--- config.mk ---
export PLATFORM = sky130hd
export DESIGN_NAME = bp_fe_mem_arbiter
export DESIGN_NICKNAME = d
export VERILOG_FILES = /design/src/rtl/bp_fe_mem_arbiter.sv
export SDC_FILE = /design/constraint.sdc
export NUM_CORES = 1
export LEC_CHECK = 0
export ABC_AREA = 1
export BUFFER_PORTS_ARGS = -buffer_cell sky130_fd_sc_hd__buf_2
export CAP_MARGIN = 20
export CORE_AREA = 2 2 100 102
export CTS_CLUSTER_DIAMETER = 100
export CTS_CLUSTER_SIZE = 16
export DETAILED_ROUTE_END_ITERATION = 16
export DIE_AREA = 0 0 102 104
export HOLD_SLACK_MARGIN = 0.15
export MAX_ROUTING_LAYER = met4
export PLACE_DENSITY = 0.49
export SETUP_SLACK_MARGIN = 0.02
export SKIP_CTS_REPAIR_TIMING = 1
export SYNTH_ARGS = -nofsm -noshare
export SYNTH_HDL_FRONTEND = slang
export SYNTH_SLANG_ARGS = --single-unit
--- constraint.sdc ---
create_clock -name clk_i -period 2.5 [get_ports clk_i]
set_clock_uncertainty 0.05 [all_clocks]
set_input_delay 0.75 -clock clk_i [delete_from_list [all_inputs] [get_ports clk_i]]
set_output_delay 0.75 -clock clk_i [all_outputs]
set_load 0.05 [all_outputs]
--- src/rtl/bp_fe_mem_arbiter.sv ---
// FE memory command port arbiter: maintenance ops win over speculative fetches,
// fences drain outstanding fetches first, fetches are bounded by a credit counter.
module bp_fe_mem_arbiter #(
  parameter int vaddr_width_p   = 39,
  parameter int entry_width_p   = 64,
  parameter int fetch_credits_p = 2
) (
  input  logic                     clk_i,
  input  logic                     reset_i,
  input  logic                     fetch_v_i,
  input  logic [vaddr_width_p-1:0] fetch_vaddr_i,
  output logic                     fetch_yumi_o,
  input  logic                     maint_v_i,
  input  logic [1:0]               maint_op_i,
  input  logic [vaddr_width_p-1:0] maint_vaddr_i,
  input  logic [entry_width_p-1:0] maint_entry_i,
  output logic                     maint_yumi_o,
  output logic                     mem_cmd_v_o,
  output logic [1:0]               mem_cmd_op_o,
  output logic [vaddr_width_p-1:0] mem_cmd_vaddr_o,
  output logic [entry_width_p-1:0] mem_cmd_entry_o,
  input  logic                     mem_cmd_yumi_i,
  input  logic                     mem_resp_v_i,
  input  logic                     mem_fence_done_i,
  output logic                     busy_o
);

  localparam int cw_lp = $clog2(fetch_credits_p + 1);
  localparam logic [cw_lp-1:0] max_credits_lp = cw_lp'(fetch_credits_p);

  typedef enum logic [1:0] {e_ready, e_drain, e_fence} state_e;

  state_e           state_q, state_d;
  logic [cw_lp-1:0] credits_q, credits_d;
  logic             is_fill, is_fence, full, credit_inc;
  logic             grant_fetch, grant_maint;

  always_comb begin
    is_fill     = (maint_op_i == 2'b01);
    is_fence    = maint_op_i[1];
    full        = (credits_q == max_credits_lp);
    grant_fetch = 1'b0;
    grant_maint = 1'b0;
    state_d     = state_q;
    unique case (state_q)
      e_ready: begin
        if (maint_v_i) begin
          if (is_fill || (is_fence && full)) grant_maint = 1'b1;
          else if (is_fence)                 state_d     = e_drain;
        end else if (fetch_v_i && (credits_q != '0)) begin
          grant_fetch = 1'b1;
        end
        if (grant_maint && mem_cmd_yumi_i && is_fence) state_d = e_fence;
      end
      e_drain: begin
        if (!maint_v_i) begin
          state_d = e_ready;
        end else if (full) begin
          grant_maint = 1'b1;
          if (mem_cmd_yumi_i) state_d = is_fence ? e_fence : e_ready;
        end
      end
      e_fence: if (mem_fence_done_i) state_d = e_ready;
      default: state_d = e_ready;
    endcase
    // Outputs are held quiet while reset is asserted.
    if (reset_i) begin
      grant_fetch = 1'b0;
      grant_maint = 1'b0;
    end
  end

  assign fetch_yumi_o    = mem_cmd_yumi_i & grant_fetch;
  assign maint_yumi_o    = mem_cmd_yumi_i & grant_maint;
  assign mem_cmd_v_o     = grant_fetch | grant_maint;
  assign mem_cmd_op_o    = grant_maint ? maint_op_i : 2'b00;
  assign mem_cmd_vaddr_o = grant_maint ? maint_vaddr_i
                         : (grant_fetch ? fetch_vaddr_i : '0);
  assign mem_cmd_entry_o = (grant_maint && is_fill) ? maint_entry_i : '0;
  assign busy_o          = !reset_i && (state_q != e_ready);

  // A response arriving with all credits home is spurious and dropped.
  assign credit_inc = mem_resp_v_i && !full;
  assign credits_d  = credits_q + cw_lp'(credit_inc) - cw_lp'(fetch_yumi_o);

  always_ff @(posedge clk_i) begin
    if (reset_i) begin
      state_q   <= e_ready;
      credits_q <= max_credits_lp;
    end else begin
      state_q   <= state_d;
      credits_q <= credits_d;
    end
  end

`ifndef SYNTHESIS
  always_ff @(posedge clk_i) begin
    if (!reset_i) begin
      assert (!(mem_resp_v_i && full));
      assert (!(mem_fence_done_i && (state_q != e_fence)));
      assert (!(maint_v_i && (maint_op_i == 2'b00)));
    end
  end

  maint_stable_a: assert property (@(posedge clk_i) disable iff (reset_i)
    (state_q == e_drain && maint_v_i) |->
      ($stable(maint_op_i) && $stable(maint_vaddr_i) && $stable(maint_entry_i)));
`endif

endmodule

* After elaboration in Yosys (flattened, before gate mapping)
Cells that the tools add are included.
Word-level totals: register bits after elaboration 4, input bits 151, logic and storage cells 56, output and inout bits 109
Cells by class: bitwise logic cells 3, add/subtract/negate cells 2, multiplexer cells 25, equality and inequality tests 10, reductions and logical operators 14
Operators by type and width (number):
- two-way mux 39 bit | 2
- two-way mux 64 bit | 1
- two-way mux 2 bit | 10
- inequality test 3 bit (second input constant) | 5
- two-way mux 1 bit | 10
- logical AND 1 bit | 7
- one-hot mux 2 bit (3 select lines) | 1
- AND reduction 6 bit | 1
- == test 2 x 1 -> 1 bit (second input constant) | 2
- == test 2 bit (second input constant) | 2
- nonzero test 2 bit | 2
- adder 2 x 1 -> 2 bit | 1
- bitwise AND 1 bit | 2
- zero test 1 bit | 2
- zero test 2 bit | 1
- inequality test 2 bit (second input constant) | 1
- one-hot mux 1 bit (2 select lines) | 1
- subtractor 2 x 1 -> 2 bit | 1
- logical OR 1 bit | 1
- bitwise OR 1 bit | 1

* Depth between registers and ports, before layout
depth in word-level cells 10, depth in mapped cells 10, gate-level depth less buffers 10

* Worst setup path after synthesis
No wires, ideal clock.
path type input to output, from input port maint_op_i[1], to output port mem_cmd_entry_o[22], data arrival time 2146 ps, stages 8, slack -446 ps, path buffers 1, cell sequence inv_2 > nand2_1 > nand2_2 > nand3_2 > nand2_2 > nand4_4 > buf_6 > nor2_1
Between the ends: word-level cells in the longest chain between the ends 9, elaborated cells on any way between the ends 10, those cells by class eq/ne: 1; mux: 6; reduce/logical: 3
RTL lines:
- start, declared | line 14 | input logic [1:0] maint_op_i,
- == test 2 x 1 -> 1 bit / logical AND 1 bit (equally long branches) | line 39, 48
- logical OR 1 bit | line 48 | if (is_fill || (is_fence && full)) grant_maint = 1'b1;
- two-way mux 1 bit | line 48
- two-way mux 1 bit | line 47 | if (maint_v_i) begin
- two-way mux 1 bit | line 45 | unique case (state_q)
- one-hot mux 1 bit (2 select lines) | line 45
- two-way mux 1 bit | line 67 | if (reset_i) begin
- logical AND 1 bit * | line 79 | assign mem_cmd_entry_o = (grant_maint && is_fill) ? maint_entry_i : '0;
- two-way mux 64 bit * | line 79
- end, declared | line 21 | output logic [entry_width_p-1:0] mem_cmd_entry_o,
Every way passes the cells marked *; elsewhere a longest branch is shown, timed or not. The select of a mux whose other input is x is not followed.

* Worst setup path in the final report
from input port maint_op_i[1], to output port mem_cmd_entry_o[5]
The elaborated chain is that of the path after synthesis.

==> qor.csv <==
stage,metric,value,unit
synthesis,ys_ff_latch,4,
synthesis,synth_top_family_by_area,simple AND/OR/NAND/NOR gates,
sta,slew_violations,0,
clock_network,cts_buffer_depth,2,
worst_setup_path,cp.required,1.70,ns
synthesis,postSynthCellCount,334,
outcome,status,"complete, but fails checks",
cells_and_area,layout-drive-gt1-share,80.2,%
pwr,p_per_area,472,nW/um^2
synthesis,ys_warn_count,0,
cells_and_area,syn_to_final_growth,264,%
place,gp_congestion,0.794,
clock_network,path_clk_slew,0.03,ns
sta,setup_viol,107,
global_route,grt_usage,14.4,%
detailed_routing,drt_iter0_markers,74,
outcome,violations,setup timing,
worst_setup_path,crit_path_max_fanout,8,
pwr,p_comb_share,91.2,%
pwr,peakVddDrop,326,uV
place,pre_cts_ws,-0.466,ns
worst_setup_path,rrSetupSlack,0.35,ns
synthesis,synth_xor_area_share,0.554,%
die,fp.dieH,104,um
worst_setup_path,r2r-end,credits_q[1],
sta,grt_setup_unrepaired,yes,
die,die_w,102,um
synthesis,syn_avg_cell_area,4.74,sq um
sta,hold_viol,0,
die,initial_core_util,16.6,%
clock_network,cts_tree,built,
sta,postLayoutSetupSlackWorst,-0.244,ns
worst_setup_path,cp-end-kind,output port,
clock_network,cts_root_buffer,clkbuf_8,
die,rows,36,
worst_setup_path,worstReg2RegStart,credits_q[1],
detailed_routing,firstDrtPassIters,4,
worst_setup_path,startpoint_type,input pin,
pwr,leakagePower,0.00308,uW
pwr,clkPwrFrac,5.0,%
sta,max-slew-margin-rel,83.8,%
worst_setup_path,crit_type,in -> out,
place,place_inst,735,
global_route,grt_pass1_wl,12300,um
clock_network,h-tree-depth,1,
synthesis,ys_seq_area_share,5.06,%
place,place_hpwl,6970,um
die,fp.coreArea,9550,sq um
worst_hold_path,hp-class,reg -> reg,
detailed_routing,ant_nets,0,
synthesis,muxShareOfSynthArea,0,%
cells_and_area,finalNonFillerCells,765,
die,ios,260,
sta,post-route-period-util,110,%
worst_setup_path,critPathCapture,mem_cmd_entry_o[5],
pwr,sw_frac_of_total,53.4,%
sta,timing.fmax,364,MHz
pwr,power_frac_seq,3.9,%
synthesis,ys_types,20,
global_route,grt_pass1_vias,2682,
clock_network,clkLatencyLatePin,0.22,ns
die,dieArea,10600,sq um
global_route,gr-total-overflow,0,
detailed_routing,totalWireLength,11800,um
synthesis,synth_fa_ha_area_share,1.58,%
detailed_routing,via_count,3282,
synthesis,synth-simple-area-share,63.7,%
clock_network,cts-buffers-inserted,3,
pwr,power.internal,1270,uW
synthesis,syn-cell-area,1580,sq um
detailed_routing,avgViaCountPerCell,4.29,
worst_setup_path,reg2reg_depth,12,
global_route,grt_max_degree,65,
sta,min_period,2.74,ns
synthesis,synth_compound_area_share,1.66,%
pwr,power.switching,1450,uW
global_route,antenna_found_initial,0,
clock_network,clock_sinks,4,
job,maxCapViolCount,0,
cells_and_area,layout.nets,787,
detailed_routing,wl_per_cell,15.5,um
place,port_buffers,259,
cells_and_area,antennaDiodeCount,0,
detailed_routing,drcViolationCount,0,
worst_setup_path,crit_arrival,1.94,ns
worst_setup_path,worstSetupStartpoint,maint_op_i[1],
synthesis,syn_nets,487,
sta,tightest_slew,0.245,ns
-- power groups by stage --
stage                     Clock, uW  Sequential [uW]  Combinational (uW)
after floorplan                   0             98.1                1050
after global placement            0              101                1500
after detailed placement          0              102                1510
after CTS                       139              101                1520
after global routing            143              108                2610
final                           135              105                2480
-- placed cells by master, fill, tap and decap left out, drive strengths merged --
cell      netlist  layout
a21oi           3       3
buf            13     302
clkbuf          5      13
clkinvlp        0       1
dfxtp           4       4
ha              2       2
inv            79      80
nand2         100     100
nand3          45      45
nand4           1       1
nor2           77      77
o21ai           1       1
o22ai           1       1
or2             1       1
xor2            1       1
-- synthesized netlist by cell type, drive strengths merged --
cell | n | area (sq um)
buf | 13 | 115
clkinv | 1 | 3.75
inv | 79 | 297
clkbuf | 5 | 18.8
dfxtp | 4 | 80.1
nand3 | 45 | 230
or2 | 1 | 6.26
nand4 | 1 | 21.3
nand2 | 100 | 380
xor2 | 1 | 8.76
o21ai | 1 | 5.00
o22ai | 1 | 6.26
nor2 | 77 | 369
a21oi | 3 | 15.0
ha | 2 | 25.0
-- worst min-delay path by stage --
stage	endpoint	start	depth (start not counted)	slack (ns)
floorplan	state_q[1]	state_q[1]	4	0.50
global placement	state_q[1]	state_q[1]	4	0.54
CTS	state_q[1]	state_q[1]	4	0.55
finish	state_q[1]	state_q[1]	4	0.58
detailed placement	state_q[1]	state_q[1]	4	0.55
global route	state_q[1]	state_q[1]	4	0.65
-- state kept, by name, summed over array words and instances, names as in the netlist --
name	flops
credits_q	2
state_q	2
-- cells by family (layout without fill, tap and decap cells) --
logic type	after synthesis	count (layout)
compound gates	5	5
xor+xnor	1	1
simple gates	224	224
buf+inv	98	396
fa+ha+maj	2	2
flops	4	4
-- layer usage --
layer	wire, um	vias to the layer above	track usage (%)
met5	0	-	-
met4	278	0	4.19
met1	4060	1523	16.1
met2	6550	171	26.0
li1	-	1565	-
met3	951	23	2.15
-- cell type report --
class                      count  area [sq um]
fill                         819          3790
timing repair buffer         312          3000
multi-input combinational    232          2130
inverter                      80           333
tap                          133           166
sequential                     4          80.1
clock buffer                   3          41.3
timing repair inverter         1          8.76
-- stage by stage --
| stage | area [sq um] | total power (uW) | utilization, % | setup TNS (ns) | hold slack [ns] |
|---|---|---|---|---|---|
| after floorplan | 1880 | 1150 | - | -13.98 | 0.502 |
| after global placement | 3510 | 1600 | 36.8 | -41.52 | 0.539 |
| after detailed placement | 3510 | 1620 | 36.8 | -43.96 | 0.545 |
| after CTS | 3560 | 1760 | 37.2 | -44.31 | 0.553 |
| after global routing | 5760 | 2860 | 60.3 | -22.62 | 0.646 |
| final | 5760 | 2720 | 60.3 | -18.04 | 0.584 |
-- worst max-delay path, cell delays in order --
cell and delay, ns:
buf_12 0.12, inv_16 0.05, nand2_4 0.05, nand2_4 0.08
nand3_4 0.08, nand2_8 0.10, nand4_4 0.08, buf_12 0.16
clkbuf_16 0.19, nor2_4 0.12, buf_8 0.15
Note: power is estimated with default switching activity, not from simulation.
